[src/rtl/pwm_bank_pkg.sv]
`default_nettype none
// +------------------------------------------------------------------------+
// | Module   : pwm_pkg                                                     |
// | Purpose  : shared types and command codes for the pwm_bank PWM slice.  |
// | Options  : PWM_CENTER_EN selects centre-aligned counting in channels.  |
// | Revision : 1.0                                                         |
// +------------------------------------------------------------------------+
package pwm_pkg;

   localparam int PWM_CNT_W = 21;
   typedef logic [PWM_CNT_W-1:0] pwm_cnt_t;

   // wr_sel encoding mirrors the SPI set-uptime (0) / set-period (2) commands
   localparam logic WR_UPTIME = 1'b0;
   localparam logic WR_PERIOD = 1'b1;

   localparam int DEF_PERIOD_US = 20000;

endpackage
`default_nettype wire

[src/rtl/pwm_bank_if.sv]
`default_nettype none
// +------------------------------------------------------------------------+
// | Module   : pwm_bank_if                                                 |
// | Purpose  : shadow-register write port, channel enables and PWM outputs.|
// | Options  : none (PWM_CENTER_EN does not change this interface).        |
// | Revision : 1.0                                                         |
// +------------------------------------------------------------------------+
interface pwm_bank_if #(
   parameter int NUM_CH = 3,
   parameter int CNT_W  = 21
);
   logic              wr_en;
   logic              wr_sel;
   logic [4:0]        wr_ch;
   logic [CNT_W-1:0]  wr_data;
   logic              wr_err;
   logic [NUM_CH-1:0] ch_en;
   logic [NUM_CH-1:0] sig;
   logic [NUM_CH-1:0] pstart;

   modport master (
      output wr_en, wr_sel, wr_ch, wr_data, ch_en,
      input  wr_err, sig, pstart
   );

   modport slave (
      input  wr_en, wr_sel, wr_ch, wr_data, ch_en,
      output wr_err, sig, pstart
   );
endinterface
`default_nettype wire

[src/rtl/pwm_bank_channel.sv]
`default_nettype none
// +------------------------------------------------------------------------+
// | Module   : pwm_channel                                                 |
// | Purpose  : one PWM slice: shadow/active registers, counter, output.    |
// | Options  : PWM_CENTER_EN -> up/down counting, commit at the bottom.    |
// | Revision : 1.0                                                         |
// +------------------------------------------------------------------------+
module pwm_channel #(
   parameter int CNT_W      = 21,
   parameter int DEF_PERIOD = 20000
) (
   input  logic             clk,
   input  logic             reset,
   input  logic             tick_i,
   input  logic             en_i,
   input  logic             wr_up_i,
   input  logic             wr_per_i,
   input  logic [CNT_W-1:0] wr_data_i,
   output logic             sig_o,
   output logic             pstart_o
);
   localparam logic [CNT_W-1:0] RST_PERIOD = CNT_W'(DEF_PERIOD);

   logic [CNT_W-1:0] shadow_per_q, shadow_per_d;
   logic [CNT_W-1:0] shadow_up_q, shadow_up_d;
   logic [CNT_W-1:0] act_per_q, act_per_d;
   logic [CNT_W-1:0] act_up_q, act_up_d;
   logic [CNT_W-1:0] cnt_q, cnt_d;
   logic             sig_q, sig_d;
   logic             pstart_q, pstart_d;
   logic             commit;
`ifdef PWM_CENTER_EN
   logic             dir_q, dir_d;
`endif

   always_comb begin
      shadow_per_d = shadow_per_q;
      shadow_up_d  = shadow_up_q;
      act_per_d    = act_per_q;
      act_up_d     = act_up_q;
      cnt_d        = cnt_q;
      pstart_d     = 1'b0;
      commit       = 1'b0;
`ifdef PWM_CENTER_EN
      dir_d        = dir_q;
`endif
      sig_d = en_i && (act_per_q != '0) && (cnt_q < act_up_q);

      if (!en_i) begin
         // Disabled channels track the shadows so re-enable starts on fresh values
         cnt_d     = '0;
         act_per_d = shadow_per_q;
         act_up_d  = shadow_up_q;
`ifdef PWM_CENTER_EN
         dir_d     = 1'b0;
`endif
      end else if (tick_i) begin
`ifdef PWM_CENTER_EN
         if (act_per_q == '0) begin
            commit = 1'b1;
         end else if (!dir_q) begin
            if (cnt_q == act_per_q - CNT_W'(1)) dir_d = 1'b1;
            else                                 cnt_d = cnt_q + CNT_W'(1);
         end else if (cnt_q == '0) begin
            commit = 1'b1;
         end else begin
            cnt_d = cnt_q - CNT_W'(1);
         end
`else
         if ((act_per_q == '0) || (cnt_q == act_per_q - CNT_W'(1))) commit = 1'b1;
         else                                                        cnt_d  = cnt_q + CNT_W'(1);
`endif
      end

      if (commit) begin
         cnt_d     = '0;
         act_per_d = shadow_per_q;
         act_up_d  = shadow_up_q;
         pstart_d  = 1'b1;
`ifdef PWM_CENTER_EN
         dir_d     = 1'b0;
`endif
      end

      // Shadow loads after the commit so a same-cycle write waits one period
      if (wr_up_i)  shadow_up_d  = wr_data_i;
      if (wr_per_i) shadow_per_d = wr_data_i;
   end

   always_ff @(posedge clk or posedge reset) begin
      if (reset) begin
         shadow_per_q <= RST_PERIOD;
         shadow_up_q  <= '0;
         act_per_q    <= RST_PERIOD;
         act_up_q     <= '0;
         cnt_q        <= '0;
         sig_q        <= 1'b0;
         pstart_q     <= 1'b0;
`ifdef PWM_CENTER_EN
         dir_q        <= 1'b0;
`endif
      end else begin
         shadow_per_q <= shadow_per_d;
         shadow_up_q  <= shadow_up_d;
         act_per_q    <= act_per_d;
         act_up_q     <= act_up_d;
         cnt_q        <= cnt_d;
         sig_q        <= sig_d;
         pstart_q     <= pstart_d;
`ifdef PWM_CENTER_EN
         dir_q        <= dir_d;
`endif
      end
   end

   assign sig_o    = sig_q;
   assign pstart_o = pstart_q;

endmodule
`default_nettype wire

[src/rtl/pwm_bank.sv]
`default_nettype none
// +------------------------------------------------------------------------+
// | Module   : pwm_bank                                                    |
// | Purpose  : N-channel PWM bank with shared 1 us prescaler, write decode.|
// | Options  : PWM_CENTER_EN -> centre-aligned channels.                   |
// | Revision : 1.0                                                         |
// +------------------------------------------------------------------------+
module pwm_bank
   import pwm_pkg::*;
#(
   parameter int NUM_CH     = 3,
   parameter int CNT_W      = PWM_CNT_W,
   parameter int PRESCALE   = 50,
   parameter int DEF_PERIOD = DEF_PERIOD_US
) (
   input  logic       clk,
   input  logic       reset,
   pwm_bank_if.slave  bus
);
   localparam int              PS_W     = (PRESCALE > 1) ? $clog2(PRESCALE) : 1;
   localparam logic [PS_W-1:0] PS_LAST  = PS_W'(PRESCALE - 1);
   localparam logic [5:0]      CH_LIMIT = 6'(NUM_CH);

   logic [PS_W-1:0]   prescale_q, prescale_d;
   logic              tick;
   logic              wr_err_q, wr_err_d;
   logic [NUM_CH-1:0] ch_sig;
   logic [NUM_CH-1:0] ch_pstart;

   always_comb begin
      tick       = (prescale_q == PS_LAST);
      prescale_d = tick ? '0 : prescale_q + PS_W'(1);
      wr_err_d   = bus.wr_en && ({1'b0, bus.wr_ch} >= CH_LIMIT);
   end

   always_ff @(posedge clk or posedge reset) begin
      if (reset) begin
         prescale_q <= '0;
         wr_err_q   <= 1'b0;
      end else begin
         prescale_q <= prescale_d;
         wr_err_q   <= wr_err_d;
      end
   end

   for (genvar g = 0; g < NUM_CH; g++) begin : g_ch
      logic hit;
      assign hit = bus.wr_en && (bus.wr_ch == 5'(g));

      pwm_channel #(
         .CNT_W      (CNT_W),
         .DEF_PERIOD (DEF_PERIOD)
      ) u_ch (
         .clk        (clk),
         .reset      (reset),
         .tick_i     (tick),
         .en_i       (bus.ch_en[g]),
         .wr_up_i    (hit && (bus.wr_sel == WR_UPTIME)),
         .wr_per_i   (hit && (bus.wr_sel == WR_PERIOD)),
         .wr_data_i  (bus.wr_data),
         .sig_o      (ch_sig[g]),
         .pstart_o   (ch_pstart[g])
      );
   end

   assign bus.wr_err = wr_err_q;
   assign bus.sig    = ch_sig;
   assign bus.pstart = ch_pstart;

endmodule
`default_nettype wire

[src/flat_wrapper.sv]
// flat-port wrapper written by rule: the top's interface ports become plain ports
module pwm_bank_flat import pwm_pkg::*;
#(
   parameter int NUM_CH     = 3,
   parameter int CNT_W      = PWM_CNT_W,
   parameter int PRESCALE   = 50,
   parameter int DEF_PERIOD = DEF_PERIOD_US
)
  (clk, reset, bus_wr_en, bus_wr_sel, bus_wr_ch, bus_wr_data, bus_ch_en, bus_wr_err, bus_sig, bus_pstart);
  pwm_bank_if #(.NUM_CH(NUM_CH), .CNT_W(CNT_W)) bus_i ();
  input  logic clk;
  input  logic reset;
  input wire logic [$bits(bus_i.wr_en)-1:0] bus_wr_en;
  input wire logic [$bits(bus_i.wr_sel)-1:0] bus_wr_sel;
  input wire logic [$bits(bus_i.wr_ch)-1:0] bus_wr_ch;
  input wire logic [$bits(bus_i.wr_data)-1:0] bus_wr_data;
  input wire logic [$bits(bus_i.ch_en)-1:0] bus_ch_en;
  output wire logic [$bits(bus_i.wr_err)-1:0] bus_wr_err;
  output wire logic [$bits(bus_i.sig)-1:0] bus_sig;
  output wire logic [$bits(bus_i.pstart)-1:0] bus_pstart;
  assign bus_i.wr_en = bus_wr_en;
  assign bus_i.wr_sel = bus_wr_sel;
  assign bus_i.wr_ch = bus_wr_ch;
  assign bus_i.wr_data = bus_wr_data;
  assign bus_i.ch_en = bus_ch_en;
  assign bus_wr_err = bus_i.wr_err;
  assign bus_sig = bus_i.sig;
  assign bus_pstart = bus_i.pstart;
  pwm_bank #(.NUM_CH(NUM_CH), .CNT_W(CNT_W), .PRESCALE(PRESCALE), .DEF_PERIOD(DEF_PERIOD)) u_core (.clk(clk), .reset(reset), .bus(bus_i));
endmodule
[config.mk]
export PLATFORM = sky130hd
export DESIGN_NAME = pwm_bank_flat
export DESIGN_NICKNAME = d
export VERILOG_FILES = /design/src/rtl/pwm_bank_pkg.sv /design/src/rtl/pwm_bank_if.sv /design/src/rtl/pwm_bank_channel.sv /design/src/rtl/pwm_bank.sv /design/src/flat_wrapper.sv
export SDC_FILE = /design/constraint.sdc
export NUM_CORES = 1
export LEC_CHECK = 0
export BUFFER_PORTS_ARGS = -buffer_cell sky130_fd_sc_hd__buf_2
export CAP_MARGIN = 20
export CORE_ASPECT_RATIO = 1.2
export CORE_MARGIN = 1.5
export CORE_UTILIZATION = 40
export CTS_BUF_LIST = sky130_fd_sc_hd__clkbuf_8
export CTS_CLUSTER_DIAMETER = 200
export DETAILED_ROUTE_END_ITERATION = 12
export PLACE_DENSITY = 0.58
export SYNTH_ARGS = -nofsm -noshare
export SYNTH_HDL_FRONTEND = slang
export SYNTH_SLANG_ARGS = --single-unit
[constraint.sdc]
create_clock -name clk -period 12.4 [get_ports clk]
set_input_delay 2.48 -clock clk [delete_from_list [all_inputs] [get_ports clk]]
set_output_delay 2.48 -clock clk [all_outputs]
set_load 0.01 [all_outputs]
==> reports/qor.csv, run 1 <==
stage;metric;value;unit
timing;minimum clock period;4.490;ns
timing;Hold Fails Final Rpt;0;
global_routing;vias in the first global route;11142;
power;Sw Pwr;0.8874;mW
worst_setup_path;crit-path cells;inv_1 -> ha_1 -> nor4b_1 -> nand2_1 -> nor4_1 -> xnor2_1 -> nor4_1 -> a31oi_1 -> o21ai_4 -> buf_4 -> mux2_2;
synthesis;Synth Area in Simple Gates;11.89;%
worst_setup_path;Crit. End Element;register;
clock_network;CTS Hold Bufs;0;
cells_and_area;layout cells sized above 1;28.28;%
synthesis;register area share after synthesis;48.99;%
placement;Place WS;7.237;ns
worst_setup_path;CP Max Fanout;37;
synthesis;mean post-synth cell area;11.53;µm²
power;power per cell area;158.7;nW/µm²
synthesis;Yosys warning count;0;
synthesis;top_reg_cell synth;dfrtp_1;
synthesis;gate count of the mapped netlist;1460;
synthesis;number of flops mapped to enable cells by yosys;0;
floorplanning;die area;43330;µm²
clock_network;Worst-Skew Late Latency;0.61;ns
clock_network;Clk Tree Root Cell;clkbuf_8;
synthesis;Post-Synth XOR/XNOR Area;7.441;%
worst_setup_path;cell mode on critical path;nor4_1;
power;Pleak;8.730;nW
timing;RSZ-0062 raised after global routing;false;
floorplanning;I/O pin count;40;
synthesis;Syn Nets;1564;
status;status;completed;
placement;IO Port Bufs;39;
worst_setup_path;CP Class;reg2reg;
detailed_routing;drt total wl;39770;µm
synthesis;adder-cell share of the synthesized area;5.278;%
clock_network;post_cts resized;0;
clock_network;Setup Buffers After CTS;0;
synthesis;Post-Syn Area;16830;µm²
synthesis;post-synthesis compound-gate area fraction;5.805;%
power;sequential power share;44.9;%
cells_and_area;Area growth, synth to finish;11.12;%
detailed_routing;drc violations;0;
power;maximum vdd drop;0.07817;mV
synthesis;flops & latches, synth;328;
detailed_routing;routed len/inst;19.01;µm
floorplanning;die width;190.3;µm
synthesis;multiplexer share of the synthesized area;16.70;%
detailed_routing;DRT antenna net count;0;
floorplanning;core area;41660;µm²
clock_network;clk buf depth;3;
power;Tot Pwr;2.969;mW
clock_network;CTS tree;yes;
power;internal power;2.081;mW
global_routing;initial antenna violation count;1;
worst_setup_path;Worst Setup Start Kind;register;
synthesis;ys async rst share;100.0;%
placement;gpl congestion;0.8344;
timing;Rel. slew slack;25.73;%
global_routing;global-route wire length before repair;63560;µm
power;Clk network pwr share;33.1;%
synthesis;area share of the largest cell type after synthesis;44.30;%
clock_network;H-tree depth;2;
detailed_routing;First-pass DRT Iterations;5;
synthesis;largest family of logic cells by synthesized area;multiplexers;
timing;Slew @ Worst Pin;1.104;ns
detailed_routing;DR iter-0 viols;573;
floorplanning;Die Ht;227.7;µm
worst_setup_path;CP peak stage delay;0.71;ns
timing;setup TNS;0;ns
synthesis;largest area contributor in the netlist;dfrtp_1;
synthesis;Synth cell types;69;
worst_setup_path;Critical Path RT;12.86;ns
worst_setup_path;CP Data Arrival Time;4.95;ns
timing;Peak Freq;222.7;MHz
global_routing;largest net degree at the start of global routing;104;
placement;Detailed Place HPWL;27430;µm
hold_path;Min-Delay Path Class;reg2reg;
synthesis;top post-synthesis cells by area;dfrtp_1, mux2_2, ha_1;
clock_network;clk sink count;328;
clock_network;clk slew on worst S/H paths;0.06;ns
run;max cap viols;0;
timing;fin. max-slew vios;0;
timing;Worst Skew;0.03787;ns
timing;final setup vio count;0;
power;logic gate share of total power;22.0;%
clock_network;total CTS buffers;52;
timing;Final Cycle Share;36.21;%
floorplanning;# rows;82;
global_routing;grt total ovfl;0;
global_routing;GR Util All Layers;18.84;%
floorplanning;initial core utilization;40.41;%
power;Switching Fraction;29.89;%
detailed_routing;Via density;5.326;
cells_and_area;filler cell count;3928;
worst_setup_path;Slowest-stage cell, CP;o21ai_4;
cells_and_area;nets;1607;
timing;final worst slack;7.910;ns
detailed_routing;vias;11142;
==> per-layer routing <==
metal	share of wire [%]	GRT usage, %	wire (µm)	vias up
met1	46	25.40	18230	5623
met5	0	0	0	-
met2	48	30.96	19120	207
met4	2.5	6.078	996	0
li1	-	-	-	5245
met3	3.6	2.877	1423	67
==> worst max-delay path, delay by kind of cell, from the launching register on <==
kind | cells | cell delay [ns]
buf+inv | 2 | 0.67
compound gates | 2 | 0.95
flops | 1 | 0.45
fa+ha+maj | 1 | 0.30
simple gates | 4 | 1.40
xor+xnor | 1 | 0.15
mux | 1 | 0.40
==> kinds of logic (layout without fill, tap and decap cells) <==
logic type                 Yosys count  after routing
other                                0              1
and+or+nand+nor                    389            389
muxes                              250            250
AOI/OAI and AO/OA                  137            137
xor gates and xnor gates           143            143
adders and majority gates           71             71
DFF                                328            328
buffers and inverters              142            227
==> flip-flops by register name (all words and copies together), names as in the netlist <==
register	count
u_core.g_ch.u_ch.act_up_q	63
u_core.g_ch.u_ch.act_per_q	63
u_core.g_ch.u_ch.pstart_o	3
u_core.g_ch.u_ch.shadow_up_q	63
u_core.prescale_q	6
u_core.bus.wr_err	1
u_core.g_ch.u_ch.sig_o	3
u_core.g_ch.u_ch.shadow_per_q	63
u_core.g_ch.u_ch.cnt_q	63
==> power by group through the flow <==
stage               registers (mW)  logic, mW  clock network [mW]
CTS                           1.33      0.657                1.02
floorplan                     1.30      0.545                   0
finish                        1.33      0.653               0.982
detailed placement            1.35      0.653                   0
global route                  1.36      0.727                1.06
global placement              1.35      0.640                   0
==> cell type report <==
| class | instances | area [µm²] | share of cell area (%) |
|---|---|---|---|
| clock inverter | 22 | 126.4 | 0.6756 |
| multi-input combinational | 990 | 7960 | 42.56 |
| timing repair buffer | 53 | 367.9 | 1.967 |
| tap | 546 | 683.2 | 3.652 |
| inverter | 78 | 300.3 | 1.605 |
| antenna | 1 | 2.502 | 0.01338 |
| sequential | 328 | 8245 | 44.08 |
| clock buffer | 74 | 1018 | 5.445 |
==> per-stage QoR <==
| step | instances | hold slack (ns) | instance area [µm²] | util (%) |
|---|---|---|---|---|
| after floorplan | 1460 | 0.4570 | 16830 | - |
| after global placement | 1990 | 0.4730 | 17450 | 41.90 |
| after CTS | 2088 | 0.4824 | 18630 | 44.72 |
| after detailed placement | 1992 | 0.4796 | 17480 | 41.97 |
| after global routing | 2092 | 0.4972 | 18700 | 44.90 |
| final | 2092 | 0.4811 | 18700 | 44.90 |
==> cell usage after synthesis (4+ instances only) <==
cell type and number:
or3_1 8, nand3_1 36, buf_4 9, a22o_1 6
nand2_1 58, nor2b_1 13, mux2_2 246, nand4b_1 5
buf_2 12, xnor2_1 80, nor4_1 20, o211ai_1 4
or2_2 6, nor2_1 114, or4_1 11, ha_1 71
xor2_1 63, dfrtp_1 298, nor3b_1 7, and2_1 5
mux2i_1 4, and3_1 12, buf_1 5, clkbuf_1 32
nand2b_1 9, nand4_1 32, a31oi_1 6, a21o_1 24
a21oi_1 29, o21ai_0 21, o31a_1 5, nor3_1 38
inv_1 78, dfstp_2 30
==> cells in the final DEF, fill, tap and decap left out, types with 29 or more instances in the layout <==
cell type and n:
dfrtp_1 298, mux2_2 246, nor2_1 113, inv_1 89, xnor2_1 80, clkbuf_8 74, ha_1 71, xor2_1 63
nand2_1 58, buf_2 39, nor3_1 38, nand3_1 36, nand4_1 32, dfstp_2 30, a21oi_1 29
==> path summary, 6_finish.rpt <==
path,depth (start not counted),slack [ns],endpoint,from
worst max-delay path,11,7.91,u_core.g_ch[1].u_ch.act_per_q[4]$_DFFE_PP0P_,u_core.g_ch[1].u_ch.act_per_q[0]$_DFFE_PP0P_
worst min-delay path,1,0.48,u_core.g_ch[2].u_ch.act_per_q[12]$_DFFE_PP0P_,u_core.g_ch[2].u_ch.shadow_per_q[12]$_DFFE_PP0P_
worst max register to register,11,7.91,u_core.g_ch[1].u_ch.act_per_q[4]$_DFFE_PP0P_,u_core.g_ch[1].u_ch.act_per_q[0]$_DFFE_PP0P_
worst min register to register,1,0.48,u_core.g_ch[2].u_ch.act_per_q[12]$_DFFE_PP0P_,u_core.g_ch[2].u_ch.shadow_per_q[12]$_DFFE_PP0P_
max in group asynchronous,5,8.26,u_core.g_ch[0].u_ch.shadow_per_q[5]$_DFFE_PP1P_,reset
min in group asynchronous,2,2.00,u_core.g_ch[1].u_ch.sig_o$_DFF_PP0_,reset
(Power assumes the default switching activity.)
==> inputs of run 2 (changes only) <==
==> constraint.sdc (replaced) <==
create_clock -name clk -period 4.5 [get_ports clk]
set_input_delay 0.9 -clock clk [delete_from_list [all_inputs] [get_ports clk]]
set_output_delay 0.9 -clock clk [all_outputs]
set_load 0.01 [all_outputs]
==> reports/qor.csv, run 2 (same netlist as run 1, synthesis figures left out) <==
stage;metric;value;unit
placement;gpl congestion;0.9097;
clock_network;total CTS buffers;55;
power;maximum vdd drop;0.2344;mV
timing;hold_ws;0.2934;ns
worst_setup_path;CP Data Arrival Time;4.29;ns
global_routing;largest net degree at the start of global routing;118;
timing;Worst Skew;0.05553;ns
detailed_routing;vias;11134;
timing;RSZ-0062 raised after global routing;false;
cells_and_area;nets;1613;
detailed_routing;DRT antenna net count;0;
timing;final setup vio count;0;
global_routing;global-route wire length before repair;64970;µm
timing;Hold Fails Final Rpt;0;
worst_setup_path;CP peak stage delay;0.46;ns
cells_and_area;most common cell after layout, fill and taps aside;dfrtp_1;
clock_network;clk buf depth;3;
clock_network;Worst-Skew Late Latency;0.66;ns
floorplanning;die width;190.3;µm
detailed_routing;drc violations;0;
placement;IO Port Bufs;39;
timing;Peak Freq;264.9;MHz
run;max cap viols;0;
cells_and_area;layout cells sized above 1;28.02;%
clock_network;Clk Tree Root Cell;clkbuf_8;
clock_network;clk slew on worst S/H paths;0.06;ns
power;power per cell area;439.8;nW/µm²
worst_setup_path;Worst Setup Start Kind;register;
worst_setup_path;Crit. End Element;register;
detailed_routing;DR iter-0 viols;623;
worst_setup_path;crit-path cells;inv_1 -> ha_1 -> nor4b_1 -> nand2_1 -> nor4_1 -> xnor2_1 -> nor4_1 -> a31oi_1 -> o21ai_4 -> buf_4 -> mux2_2;
timing;Slew @ Worst Pin;0.9741;ns
floorplanning;die area;43330;µm²
global_routing;initial antenna violation count;7;
global_routing;vias in the first global route;11401;
detailed_routing;routed len/inst;19.15;µm
detailed_routing;Via density;5.294;
clock_network;CTS Hold Bufs;0;
timing;fin. max-slew vios;0;
clock_network;post_cts resized;0;
worst_setup_path;CP Max Fanout;34;
clock_network;Setup Buffers After CTS;0;
timing;minimum clock period;3.775;ns
timing;Final Cycle Share;83.90;%
floorplanning;Die Ht;227.7;µm
detailed_routing;First-pass DRT Iterations;5;
placement;Detailed Place HPWL;28170;µm
floorplanning;core area;41660;µm²
clock_network;clk sink count;328;
worst_setup_path;Slowest-stage cell, CP;nor4b_1;
floorplanning;I/O pin count;40;
worst_setup_path;Critical Path RT;5.01;ns
worst_setup_path;reg2reg end;u_core.g_ch[1].u_ch.act_up_q[19]$_DFFE_PP0P_;
worst_setup_path;R2R setup slack;0.72;ns
worst_setup_path;worst r2r path cells;11;
worst_setup_path;Crit Reg-Reg Startpoint;u_core.g_ch[1].u_ch.act_per_q[0]$_DFFE_PP0P_;
status;status;completed;
worst_setup_path;cell mode on critical path;nor4_1;
placement;placed cell areas;17580;µm²
floorplanning;# rows;82;
detailed_routing;drt total wl;40270;µm
floorplanning;initial core utilization;40.41;%
clock_network;CTS tree;yes;
worst_setup_path;CP Class;reg2reg;
cells_and_area;design area;18760;µm²
timing;Rel. slew slack;34.90;%
cells_and_area;Area growth, synth to finish;11.44;%
clock_network;H-tree depth;2;
global_routing;grt total ovfl;0;
timing;setup TNS;0;ns
power;Pleak;8.792;nW
cells_and_area;most frequent cells in the layout;dfrtp_1, mux2_2, nor2_1;
global_routing;GR Util All Layers;19.33;%
hold_path;Min-Delay Path Class;in2async;
## run 2: cell count changes in the layout (fill, tap and decap cells not counted), sizes merged
cell / delta
bufinv: +1
clkinvlp: +1
buf: +3
clkinv: -3
inv: +11
clkbuf: -2
## run 2: worst max-delay path: cells and delay by family (launching register included)
family / cells / cell delay [ns]
buffers and inverters: 2 / 0.51
DFF: 1 / 0.44
and+or+nand+nor: 4 / 1.46
AOI/OAI and AO/OA: 2 / 0.44
adders and majority gates: 1 / 0.28
muxes: 1 / 0.39
xor gates and xnor gates: 1 / 0.14
## run 2: final cells by class
cell class,instances,area [µm²]
fillers,3958,22900
flip-flops and latches,328,8245
multi-input cells,990,7960
clock buffers,72,991.0
well taps,546,683.2
repair buffers,56,392.9
inverters,78,296.5
clock inverters,32,186.4
diodes,1,2.502
## run 2: how the worst max path moves through the flow
stage	start	end	slack (ns)	cells after the start
2_1_floorplan	reset	u_core.bus.wr_err$_DFF_PP0_	-0.75	1
3_3_place_gp	u_core.g_ch[1].u_ch.act_per_q[0]$_DFFE_PP0P_	u_core.g_ch[1].u_ch.act_up_q[15]$_DFFE_PP0P_	0.80	11
3_5_place_dp	u_core.g_ch[2].u_ch.act_per_q[0]$_DFFE_PP0P_	u_core.g_ch[2].u_ch.act_per_q[20]$_DFFE_PP0P_	0.75	10
4_1_cts	u_core.g_ch[2].u_ch.act_per_q[0]$_DFFE_PP0P_	u_core.g_ch[2].u_ch.act_per_q[20]$_DFFE_PP0P_	0.74	10
5_1_grt	u_core.g_ch[2].u_ch.act_per_q[4]$_DFFE_PP0P_	u_core.g_ch[2].u_ch.cnt_q[10]$_DFFE_PP0P_	0.26	9
6_report	u_core.g_ch[1].u_ch.act_per_q[0]$_DFFE_PP0P_	u_core.g_ch[1].u_ch.act_up_q[19]$_DFFE_PP0P_	0.72	11
## run 2: metrics by stage
step / total power, mW / utilization (%) / instances / setup WS (ns)
after detailed placement: 5.551 / 42.20 / 1998 / 0.7489
final: 8.249 / 45.03 / 2103 / 0.7247
after global routing: 8.749 / 45.03 / 2103 / 0.2616
after floorplan: 5.081 / - / 1460 / -0.7542
after CTS: 8.363 / 45.03 / 2102 / 0.7383
after global placement: 5.504 / 42.13 / 1997 / 0.7954
## run 2: power by group
part | internal, mW | switching [mW] | total, mW
logic | 0.874 | 0.927 | 1.80
registers | 3.36 | 0.334 | 3.69
clock network | 1.54 | 1.22 | 2.76
## run 2: per-layer routing
metal | vias up | part of all wire (%) | GRT usage [%]
li1 | 5247 | - | -
met1 | 5610 | 45 | 25.27
met2 | 201 | 47 | 31.44
met3 | 72 | 4.3 | 3.446
met4 | 4 | 3.4 | 8.120
met5 | - | 0.047 | 0
==> inputs of run 3 (changes only) <==
==> constraint.sdc (replaced) <==
create_clock -name clk -period 3.7 [get_ports clk]
set_input_delay 0.74 -clock clk [delete_from_list [all_inputs] [get_ports clk]]
set_output_delay 0.74 -clock clk [all_outputs]
set_load 0.01 [all_outputs]
==> reports/qor.csv, run 3 (same netlist as run 1, synthesis figures left out) <==
stage;metric;value;unit
status;status;completed;
global_routing;largest net degree at the start of global routing;103;
placement;gpl congestion;0.9056;
timing;final worst slack;0.2005;ns
cells_and_area;Area growth, synth to finish;11.66;%
floorplanning;initial core utilization;40.41;%
cells_and_area;nets;1621;
timing;minimum clock period;3.500;ns
placement;Detailed Place HPWL;27930;µm
power;Tot Pwr;9.873;mW
timing;RSZ-0062 raised after global routing;false;
clock_network;clk buf depth;3;
global_routing;vias in the first global route;11343;
clock_network;clk slew on worst S/H paths;0.06;ns
global_routing;global-route wire length before repair;63380;µm
clock_network;clk sink count;328;
run;max cap viols;0;
floorplanning;Die Ht;227.7;µm
clock_network;CTS Hold Bufs;0;
worst_setup_path;Critical Path RT;4.20;ns
detailed_routing;routed len/inst;18.51;µm
worst_setup_path;CP Data Arrival Time;4.00;ns
cells_and_area;most common cell after layout, fill and taps aside;dfrtp_1;
detailed_routing;Top Layer Used;met5;
timing;Slew @ Worst Pin;0.7898;ns
clock_network;H-tree depth;2;
worst_setup_path;CP Max Fanout;33;
detailed_routing;met2 routed WL;18690;µm
detailed_routing;met1 wire length;18150;µm
global_routing;grt total ovfl;0;
cells_and_area;Final Core Density;45.12;%
timing;fin. max-slew vios;0;
cells_and_area;layout cells sized above 1;28.85;%
worst_setup_path;Worst Setup Start Kind;register;
timing;Rel. slew slack;46.79;%
clock_network;Clk Tree Root Cell;clkbuf_8;
floorplanning;I/O pin count;40;
detailed_routing;Via density;5.210;
detailed_routing;drc violations;0;
worst_setup_path;CP Class;reg2reg;
global_routing;GR Util All Layers;18.69;%
global_routing;initial antenna violation count;3;
floorplanning;die width;190.3;µm
floorplanning;core area;41660;µm²
timing;Hold Fails Final Rpt;0;
power;Pleak;8.794;nW
placement;placed cell areas;17680;µm²
timing;hold_ws;0.1829;ns
detailed_routing;WL met3;1218;µm
power;power per cell area;525.3;nW/µm²
placement;IO Port Bufs;39;
detailed_routing;DR iter-0 viols;484;
cells_and_area;most frequent cells in the layout;dfrtp_1, mux2_2, nor2_1;
clock_network;total CTS buffers;53;
hold_path;Min-Delay Path Class;in2async;
worst_setup_path;Crit. End Element;register;
timing;Final Cycle Share;94.58;%
timing;final setup vio count;0;
floorplanning;# rows;82;
timing;Worst Skew;0.03767;ns
floorplanning;die area;43330;µm²
placement;Place WS;0.1385;ns
clock_network;Worst-Skew Late Latency;0.65;ns
clock_network;CTS tree;yes;
detailed_routing;vias;10977;
timing;Peak Freq;285.8;MHz
detailed_routing;First-pass DRT Iterations;4;
cells_and_area;design area;18790;µm²
detailed_routing;drt total wl;39000;µm
power;maximum vdd drop;0.2647;mV
detailed_routing;DRT antenna net count;0;
[run 3: cell type report]
| cell class | instances | area, µm² |
|---|---|---|
| fillers | 3952 | 22860 |
| multi-input cells | 990 | 8004 |
| well taps | 546 | 683.2 |
| clock inverters | 33 | 170.2 |
| clock buffers | 65 | 894.6 |
| flip-flops and latches | 328 | 8245 |
| repair buffers | 66 | 498.0 |
| inverters | 78 | 296.5 |
| diodes | 1 | 2.502 |
[run 3: per-layer routing]
| layer | vias up | global-route usage (%) |
|---|---|---|
| met5 | - | 0 |
| li1 | 5264 | - |
| met4 | 4 | 6.348 |
| met2 | 149 | 30.73 |
| met3 | 64 | 3.000 |
| met1 | 5496 | 24.98 |
[run 3: power breakdown]
part | internal (mW) | switching, mW | total [mW]
registers | 4.08 | 0.392 | 4.47
clock network | 1.66 | 1.46 | 3.12
logic | 1.12 | 1.16 | 2.28
total | 6.86 | 3.01 | 9.87
[run 3: worst paths after layout]
path                                                                       start                                            end  slack (ns)  cells past startpoint
worst min-delay path                                                       reset   u_core.g_ch[1].u_ch.act_up_q[19]$_DFFE_PP0P_        0.18                      2
worst min register to register  u_core.g_ch[2].u_ch.shadow_per_q[20]$_DFFE_PP0P_  u_core.g_ch[2].u_ch.act_per_q[20]$_DFFE_PP0P_        0.48                      1
min in group clk                                                       bus_wr_en                    u_core.bus.wr_err$_DFF_PP0_        0.36                      2
worst max register to register      u_core.g_ch[0].u_ch.act_per_q[2]$_DFFE_PP0P_   u_core.g_ch[0].u_ch.act_up_q[14]$_DFFE_PP0P_        0.20                      9
max in group asynchronous                                                  reset  u_core.g_ch[0].u_ch.act_per_q[16]$_DFFE_PP0P_        2.59                      3
worst max-delay path                u_core.g_ch[0].u_ch.act_per_q[2]$_DFFE_PP0P_   u_core.g_ch[0].u_ch.act_up_q[14]$_DFFE_PP0P_        0.20                      9
[run 3: repair_timing]
item	4_1_cts	5_1_grt
endpoints found under the setup margin	0	112
resized for setup	0	7
setup buffers	0	0
hold endpoints to repair	0	0
[run 3: worst max-delay path: stages, from the launching register on]
cell	delay, ns
dfrtp_1	0.48
nor4_1	0.53
nand3_1	0.29
or4_1	0.48
xnor2_1	0.16
nand4_1	0.18
o41a_4	0.55
o21ai_4	0.11
buf_12	0.23
mux2_2	0.35
[run 3: per-stage QoR]
step                      setup TNS, ns  std cells
after CTS                             0       2106
after floorplan                 -421.95       1460
after detailed placement              0       2008
after global placement                0       2008
after global routing                  0       2106
final                                 0       2107
